<file path="src/rtl/alarm_pkg.sv">
// ============================================================================
// Module  : alarm_pkg
// Brief   : Encodings shared by the alarm main FSM and its keypad front end.
// Revision: 1.0 - initial release
// ============================================================================
`default_nettype none

package alarm_pkg;

   localparam int DIGIT_W_DEFAULT = 2;

   typedef logic [1:0] key_status_t;

   localparam key_status_t KEY_OK    = 2'd0;
   localparam key_status_t KEY_OKNEG = 2'd1;
   localparam key_status_t KEY_ERROR = 2'd2;
   localparam key_status_t NO_KEY    = 2'd3;

   // Main alarm FSM states
   localparam logic [1:0] INACTIVO = 2'd0;
   localparam logic [1:0] ARMADO   = 2'd1;
   localparam logic [1:0] ESPERA   = 2'd2;
   localparam logic [1:0] ALARMA   = 2'd3;

endpackage

`default_nettype wire

</file>
<file path="src/rtl/sync_edge_detect.sv">
// ============================================================================
// Module  : sync_edge_detect
// Brief   : 2-flop synchroniser per bit plus a rising-edge pulse per bit.
// Revision: 1.0 - initial release
// ============================================================================
`default_nettype none

module sync_edge_detect #(
   parameter int W = 1
) (
   input  logic         clk_i,
   input  logic         rst_i,
   input  logic [W-1:0] async_i,
   output logic [W-1:0] sync_o,
   output logic [W-1:0] rise_o
);

   logic [W-1:0] meta_q;
   logic [W-1:0] sync_q;
   logic [W-1:0] prev_q;

   always_ff @(posedge clk_i) begin
      if (rst_i) begin
         meta_q <= '0;
         sync_q <= '0;
         prev_q <= '0;
      end else begin
         meta_q <= async_i;
         sync_q <= meta_q;
         prev_q <= sync_q;
      end
   end

   assign sync_o = sync_q;
   assign rise_o = sync_q & ~prev_q;

endmodule

`default_nettype wire

</file>
<file path="src/rtl/pin_entry_controller.sv">
// ============================================================================
// Module  : pin_entry_controller
// Brief   : Keypad PIN collection, code check, inter-digit timeout, lockout.
//           Define PIN_PROG_EN to add PROG_REQ and in-field code programming.
// Revision: 1.0 - initial release
// ============================================================================
`default_nettype none

module pin_entry_controller
   import alarm_pkg::*;
#(
   parameter int                           PIN_LEN      = 4,
   parameter int                           DIGIT_W      = DIGIT_W_DEFAULT,
   parameter logic [PIN_LEN*DIGIT_W-1:0]   DEFAULT_CODE = 8'h1B,
   parameter int                           TIMEOUT_CYC  = 5000,
   parameter int                           MAX_FAILS    = 3,
   parameter int                           LOCKOUT_CYC  = 30000
) (
   input  logic               CLK,
   input  logic               RST,
   input  logic [DIGIT_W-1:0] KB_IN,
   input  logic               KB_RECV,
   input  logic               NEG_SEL,
`ifdef PIN_PROG_EN
   input  logic               PROG_REQ,
`endif
   output logic               KEY_VALID,
   output logic [1:0]         KEY_STATUS,
   output logic [2:0]         DIGIT_CNT,
   output logic               LOCKED
);

   localparam int CODE_W = PIN_LEN * DIGIT_W;
   localparam int TMR_MAX = (LOCKOUT_CYC > TIMEOUT_CYC) ? LOCKOUT_CYC : TIMEOUT_CYC;
   localparam int TMR_W  = $clog2(TMR_MAX);
   localparam int FAIL_W = $clog2(MAX_FAILS + 1);

   localparam logic [2:0] S_IDLE    = 3'd0;
   localparam logic [2:0] S_COLLECT = 3'd1;
   localparam logic [2:0] S_CHECK   = 3'd2;
   localparam logic [2:0] S_LOCKOUT = 3'd3;
   localparam logic [2:0] S_PROG    = 3'd4;

   logic [DIGIT_W:0]   sync_w;
   logic [DIGIT_W:0]   rise_w;
   logic               strobe_w;
   logic [DIGIT_W-1:0] digit_w;
   logic               unused_sync_w;

   // Strobe rides in the top bit so the digit sees exactly the same sync depth
   sync_edge_detect #(.W(DIGIT_W + 1)) u_kb_sync (
      .clk_i   (CLK),
      .rst_i   (RST),
      .async_i ({KB_RECV, KB_IN}),
      .sync_o  (sync_w),
      .rise_o  (rise_w)
   );

   assign strobe_w      = rise_w[DIGIT_W];
   assign digit_w       = sync_w[DIGIT_W-1:0];
   assign unused_sync_w = ^{rise_w[DIGIT_W-1:0], sync_w[DIGIT_W]};

   logic [2:0]        state_q,  state_d;
   logic [2:0]        cnt_q,    cnt_d;
   logic [CODE_W-1:0] entry_q,  entry_d;
   logic [TMR_W-1:0]  timer_q,  timer_d;
   logic [FAIL_W-1:0] fails_q,  fails_d;
   logic              valid_q,  valid_d;
   logic [1:0]        status_q, status_d;
   logic [CODE_W-1:0] code_w;
   logic [CODE_W-1:0] shifted_w;

   assign shifted_w = {entry_q[CODE_W-DIGIT_W-1:0], digit_w};

`ifdef PIN_PROG_EN
   logic [CODE_W-1:0] code_q, code_d;
   assign code_w = code_q;
`else
   assign code_w = DEFAULT_CODE;
`endif

   always_comb begin
      state_d  = state_q;
      cnt_d    = cnt_q;
      entry_d  = entry_q;
      timer_d  = timer_q;
      fails_d  = fails_q;
      valid_d  = 1'b0;
      status_d = status_q;
`ifdef PIN_PROG_EN
      code_d   = code_q;
`endif
      case (state_q)
         S_IDLE: begin
            if (strobe_w) begin
               entry_d = {{(CODE_W-DIGIT_W){1'b0}}, digit_w};
               cnt_d   = 3'd1;
               timer_d = '0;
               state_d = S_COLLECT;
            end
         end
         S_COLLECT: begin
            if (strobe_w) begin
               entry_d = shifted_w;
               cnt_d   = cnt_q + 3'd1;
               timer_d = '0;
               if (cnt_d == 3'(PIN_LEN)) state_d = S_CHECK;
            end else if (timer_q == TMR_W'(TIMEOUT_CYC - 1)) begin
               cnt_d   = '0;
               timer_d = '0;
               state_d = S_IDLE;
            end else begin
               timer_d = timer_q + TMR_W'(1);
            end
         end
         S_CHECK: begin
            valid_d = 1'b1;
            cnt_d   = '0;
            timer_d = '0;
            if (entry_q == code_w) begin
               status_d = NEG_SEL ? KEY_OKNEG : KEY_OK;
               fails_d  = '0;
               state_d  = S_IDLE;
`ifdef PIN_PROG_EN
               if (PROG_REQ) begin
                  status_d = KEY_OK;
                  state_d  = S_PROG;
               end
`endif
            end else begin
               status_d = KEY_ERROR;
               fails_d  = fails_q + FAIL_W'(1);
               state_d  = (fails_d == FAIL_W'(MAX_FAILS)) ? S_LOCKOUT : S_IDLE;
            end
         end
         S_LOCKOUT: begin
            if (timer_q == TMR_W'(LOCKOUT_CYC - 1)) begin
               timer_d = '0;
               fails_d = '0;
               state_d = S_IDLE;
            end else begin
               timer_d = timer_q + TMR_W'(1);
            end
         end
`ifdef PIN_PROG_EN
         S_PROG: begin
            if (strobe_w) begin
               entry_d = shifted_w;
               cnt_d   = cnt_q + 3'd1;
               timer_d = '0;
               if (cnt_d == 3'(PIN_LEN)) begin
                  code_d   = shifted_w;
                  valid_d  = 1'b1;
                  status_d = KEY_OK;
                  cnt_d    = '0;
                  state_d  = S_IDLE;
               end
            end else if (timer_q == TMR_W'(TIMEOUT_CYC - 1)) begin
               cnt_d   = '0;
               timer_d = '0;
               state_d = S_IDLE;
            end else begin
               timer_d = timer_q + TMR_W'(1);
            end
         end
`endif
         default: state_d = S_IDLE;
      endcase
   end

   always_ff @(posedge CLK) begin
      if (RST) begin
         state_q  <= S_IDLE;
         cnt_q    <= '0;
         entry_q  <= '0;
         timer_q  <= '0;
         fails_q  <= '0;
         valid_q  <= 1'b0;
         status_q <= NO_KEY;
`ifdef PIN_PROG_EN
         code_q   <= DEFAULT_CODE;
`endif
      end else begin
         state_q  <= state_d;
         cnt_q    <= cnt_d;
         entry_q  <= entry_d;
         timer_q  <= timer_d;
         fails_q  <= fails_d;
         valid_q  <= valid_d;
         status_q <= status_d;
`ifdef PIN_PROG_EN
         code_q   <= code_d;
`endif
      end
   end

   assign KEY_VALID  = valid_q;
   assign KEY_STATUS = status_q;
   assign DIGIT_CNT  = cnt_q;
   assign LOCKED     = (state_q == S_LOCKOUT);

endmodule

`default_nettype wire

</file>
<file path="config.mk">
export PLATFORM = sky130hd
export DESIGN_NAME = pin_entry_controller
export DESIGN_NICKNAME = d
export VERILOG_FILES = /design/src/rtl/alarm_pkg.sv /design/src/rtl/sync_edge_detect.sv /design/src/rtl/pin_entry_controller.sv
export SDC_FILE = /design/constraint.sdc
export NUM_CORES = 1
export LEC_CHECK = 0
export BUFFER_PORTS_ARGS = -buffer_cell sky130_fd_sc_hd__buf_2
export CAP_MARGIN = 15
export CORE_UTILIZATION = 55
export CTS_CLUSTER_DIAMETER = 100
export DETAILED_ROUTE_END_ITERATION = 10
export PLACE_DENSITY_LB_ADDON = 0.08
export SLEW_MARGIN = 20
export SYNTH_ARGS = -nofsm -noshare
export SYNTH_HDL_FRONTEND = slang
export SYNTH_SLANG_ARGS = --single-unit
</file>
<file path="constraint.sdc">
create_clock -name CLK -period 2.5 [get_ports CLK]
set_input_delay 0.25 -clock CLK [delete_from_list [all_inputs] [get_ports CLK]]
set_output_delay 0.25 -clock CLK [all_outputs]
set_load 0.02 [all_outputs]
</file>
# Word level (Yosys, flattened, before mapping)
# Index checks and enable logic that the tools add are counted.
totals:
  reg_bits: 43
  input_bits: 6
  out_inout_bits: 7
  word_cells: 62
classes:
  addsub: 3
  n_eq_ne: 13
  n_mux: 24
  bitwise_logic: 2
  n_reduce_logical: 10
op_table:
  columns: ["op", "n"]
  rows:
  - ["two-way mux 15 bit", 4]
  - ["one-hot mux 15 bit (4 select lines)", 1]
  - ["two-way mux 3 bit", 6]
  - ["two-way mux 8 bit", 2]
  - ["one-hot mux 8 bit (2 select lines)", 1]
  - ["adder 15 x 1 -> 15 bit, second input constant", 1]
  - ["equality test 15 x 13 -> 1 bit, second input constant", 1]
  - ["equality test 15 bit, second input constant", 1]
  - ["one-hot mux 3 bit (4 select lines)", 1]
  - ["two-way mux 2 bit", 5]
  - ["one-hot mux 3 bit (3 select lines)", 1]
  - ["equality test 8 x 5 -> 1 bit, second input constant", 1]
  - ["equality test 3 x 2 -> 1 bit, second input constant", 2]
  - ["inequality test 3 bit, second input constant", 2]
  - ["AND reduction 3 bit", 2]
  - ["inequality test 2 bit, second input constant", 2]
  - ["one-hot mux 2 bit (2 select lines)", 1]
  - ["AND reduction 2 bit", 2]
  - ["AND reduction 4 bit", 1]
  - ["nonzero test 2 bit", 2]
  - ["nonzero test 4 bit", 1]
  - ["adder 3 x 1 -> 3 bit, second input constant", 1]
  - ["bitwise AND 3 bit", 1]
  - ["equality test 3 x 1 -> 1 bit, second input constant", 1]
  - ["other kinds (8)", 9]

# Depth between registers and ports, before layout
depth:
  word_depth: 5
  ltp_mapped: 9

# Hierarchy
# From an unflattened synthesis, not the netlist that was laid out.
unflattened:
  hier_cells: 219
  area_unflattened_um2: 1926.8
by_module_without_submodules:
  columns: ["mod", "n_inst", "cells_per_inst", "area_each_um2", "seq_area_each_um2"]
  rows:
  - ["pin_entry_controller", 1, 198, 1671.6, 660.6]
  - ["sync_edge_detect", 1, 21, 255.2, 180.2]

# Worst setup path before layout
# OpenSTA, ideal clock, no wires.
synth_timing:
  kind: "reg2reg"
  from: "register timer_q[10]"
  to: "register timer_q[13]"
  setup_ps: 132
  arrival_time_ps: 1953
  required_time_ps: 2368
  path_slack_ps: 415
  path_stages_with_launch: 8
  path_buffers: 2
  period_less_slack_ps: 2085
  cell_sequence: "dfxtp_1 or4b_1 or4_4 a21bo_1 buf_6 buf_8 a22oi_2 a21oi_1"
synth_via:
  elab_chain_len: 4
synth_lines:
  columns: ["element", "line", "rtl"]
  rows:
  - ["from (decl)", "pin_entry_controller.sv:66", "logic [TMR_W-1:0] timer_q, timer_d;"]
  - ["from (signal assigned)", "pin_entry_controller.sv:187", "timer_q <= timer_d;"]
  - ["adder 15 x 1 -> 15 bit or equality test 15 x 13 -> 1 bit (tied branches)", "pin_entry_controller.sv:113, pin_entry_controller.sv:142, pin_entry_controller.sv:108", null]
  - ["two-way mux 15 bit", "pin_entry_controller.sv:108", "end else if (timer_q == TMR_W'(TIMEOUT_CYC - 1)) begin"]
  - ["two-way mux 15 bit", "pin_entry_controller.sv:103", "if (strobe_w) begin"]
  - ["one-hot mux 15 bit (4 select lines) (*)", "pin_entry_controller.sv:93", "case (state_q)"]
# Mark *: on every way between the ends. The rest lies on a longest branch, timed or not.
# A chain may end at the register's enable or synchronous reset.

# Final worst setup path
layout_timing:
  from: "register timer_q[9]"
  to: "register timer_q[3]"
layout_via:
  elab_chain_len: 4
layout_lines:
  columns: ["element", "line"]
  rows:
  - ["equality test 15 x 13 -> 1 bit", "pin_entry_controller.sv:108"]
  - ["two-way mux 15 bit", "pin_entry_controller.sv:108"]
  - ["two-way mux 15 bit", "pin_entry_controller.sv:103"]
  - ["one-hot mux 15 bit (4 select lines) (*)", "pin_entry_controller.sv:93"]
# Marked as above.

==> results.md <==
* Post-synth EDFFs at 0
* Most frequent cells after synthesis: 40 x dfxtp_1, 27 x nand2_1, 20 x nor2_1, 15 x nand3_1
* Most frequent cell after synthesis: dfxtp_1
* Placed cell area at 2130 sq um
* Antenna Nets Post-Route at 0
* Sequential-to-total area share from yosys stat at 0.398
* Mapped Area at 2010 sq um
* Post-route DRC at 0
* Synth area leader: dfxtp_1
* RD Place Congestion at 0.839
* Mapped Avg Cell Area at 8.60 sq um
* Crit path cell chain: or4b_1, or4_4, a21bo_1, buf_12, a31oi_1, o21ai_0
* Final clock period utilization by the worst path at 0.932
* Final hold vios at 0
* Hold Path Depth at 2
* Clk buf depth at 2
* Die Span X at 62.5 microns
* Terminus of the critical flop-to-flop path: timer_q[3]
* Hpwl dp at ~3 mm
* Worst path buffer plus inverter count at 1
* Syn Inst Count at 234
* Hold endpoint: u_kb_sync.meta_q[2]
* Largest net degree at the start of global routing at 24
* Post-DR wirelength/cell at 14.6 microns
* Clock sink total at 40
* GR Overflow Total at 0
* FP Rows at 21
* CP Launch Type: flip-flop
* Ys flop type: dfxtp_1
* Post-CTS sizing at 0
* # port buffers at 12
* Slowest-stage cell, CP: or4_4
* RSZ-0062 raised after global routing: no
* PnR Total Power at between 1 and 1.5 mW
* CTS tree: built
* Initial antenna violation count at 0
* Via density at 5.93
* Crit path max-delay family: simple AND/OR/NAND/NOR gates
* Placed cells at approximately 290
* Min-delay src: KB_RECV
* CTS H-tree depth at 2
* Hold_ws at 100 ps
* Syn nets at 249
* Root buffer cell: clkbuf_4
* Yosys reg bits at 40
* Min Tclk post-route at 2330 ps
* Worst-path fanout max at 14
* Flop-to-flop setup slack at 170 ps
* Routed vias at 1755
* Max-slew violation count at 0
* Slew margin rel. at 0.575
* Static leakage at 0.829 nW
* CTS clk-pin slew, worst paths at ~130 ps
* Worst-Margin Slew at 633 ps
* Final Core Density at 0.649
* Pre-antenna DRT Iters at 4
* Area of the core at 3420 sq um
* Final worst setup slack at around 170 ps
* Element type at the critical path end: flip-flop
* Final setup TNS at 0 ps
* Post-CTS setup repair buffer count at 0
* Synth Warn # at 0
* Crit path largest cell delay at between 500 and 600 ps
* Fill cells at 309
* Worst vdd ir at 0.000368 V
* FMAX at 0.429 GHz
* Global-route wire length before repair at between 7 and 8 mm
* Synth cell types at between 50 and 60
* Inserted Diodes at 0
* Critical path class: flip-flop to flip-flop
* Outcome: finished, final reports clean
* Tot GR Track Use at 0.241
* Die ar. at slightly below 4000 sq um
* Max cap viols at 0
* Top Ports at 13
* Initial Util at 0.589
* Worst Skew at 9.72 ps
* Number of DRC markers in iteration 0 at 179
* Top cell type's share of synthesized area at 0.398
* Worst EP required at 2740 ps
* Final Cell Area at 2220 sq um
* Share of cells above drive strength 1 at 0.148
* Total wire length at 4.31 mm
* Synth area leaders: dfxtp_1 40%, ha_1 5.6%, nand2_1 5.0%, nand3_1 3.7%, nor2_1 3.7%
* TritonCTS Buffers at 5
* Pre-CTS WS at between 150 and 200 ps
* # hold bufs at CTS at 0
* Clk_lat worst skew at 350 ps
* Area Growth Syn to Fin at 10.1%
* Worst min path class: primary input to flip-flop
* DIE HEIGHT at 62.5 microns
* R2R cell count at 6
* Cell Pwr Density at between 600 and 700 nW/um^2
* Crit path DAT at 2570 ps
* Nets at 264
* Final Setup Violations at 0
* Post-synth ARST share at 0
* Vias in the first global route at 1768
* R2r startpoint: timer_q[9]
* Non-filler cells, final at a little under 300
flip-flops by register name, summed over array words and instances, names as in the netlist:
name	count
fails_q	2
entry_q	8
state_q	2
KEY_VALID	1
u_kb_sync.meta_q	3
DIGIT_CNT	3
u_kb_sync.sync_o	3
u_kb_sync.prev_q	1
KEY_STATUS	2
timer_q	15
worst reg2reg max path, cell delays in order, from the launching register on:
cell,delay (ps)
dfxtp_1,440
or4b_1,480
or4_4,540
a21bo_1,330
buf_12,190
a31oi_1,160
o21ai_0,100
power breakdown:
| group | total, mW | leakage [nW] | switching, mW | internal (mW) |
|---|---|---|---|---|
| clock network | 0.438 | 0.0418 | 0.224 | 0.214 |
| logic | 0.375 | 0.463 | 0.237 | 0.138 |
| registers | 0.681 | 0.324 | 0.0212 | 0.659 |
placed cells by master, fill, tap and decap left out, drive strengths merged, types with 3 or more instances in the layout:
master,Yosys,layout
a22oi,8,8
dfxtp,40,40
nor3,7,7
o21ai,6,6
a21oi,10,10
nand3,15,15
ha,9,9
nand2,27,27
buf,5,21
a31oi,10,10
nor2,20,20
nand4b,3,3
clkbuf,8,5
nand4,9,9
inv,7,8
nand3b,3,3
nor2b,8,8
mux2i,3,3
worst max path at each step:
stage,start,to,cells past startpoint
detailed placement,timer_q[9],timer_q[3],6
global placement,timer_q[9],timer_q[3],6
floorplan,timer_q[10],timer_q[13],7
CTS,timer_q[9],timer_q[3],6
finish,timer_q[9],timer_q[3],6
global route,timer_q[9],timer_q[3],6
kinds of logic after synthesis:
group	count (synthesis)	share of synthesized area
compound gates	47	0.168
xor+xnor	2	0.00871
fa+ha+maj	9	0.0560
buf+inv	20	0.0516
flops	40	0.398
mux	3	0.0149
simple gates	113	0.303
routing by layer:
metal / share of wire / GRT usage
met4: 0.0049 / 0.0581
met2: 0.51 / 0.420
met3: 0.042 / 0.0712
met1: 0.44 / 0.288
met5: 0 / 0
cell type report:
cell class | count | area, sq um | share of cell area
Sequential cell | 40 | 801 | 0.361
Clock buffer | 5 | 37.5 | 0.0169
Timing Repair Buffer | 21 | 140 | 0.0632
Multi-Input combinational cell | 174 | 1110 | 0.500
Clock inverter | 3 | 46.3 | 0.0209
Tap cell | 46 | 57.6 | 0.0260
Inverter | 7 | 26.3 | 0.0119
Power figures use the tool's default switching activity.
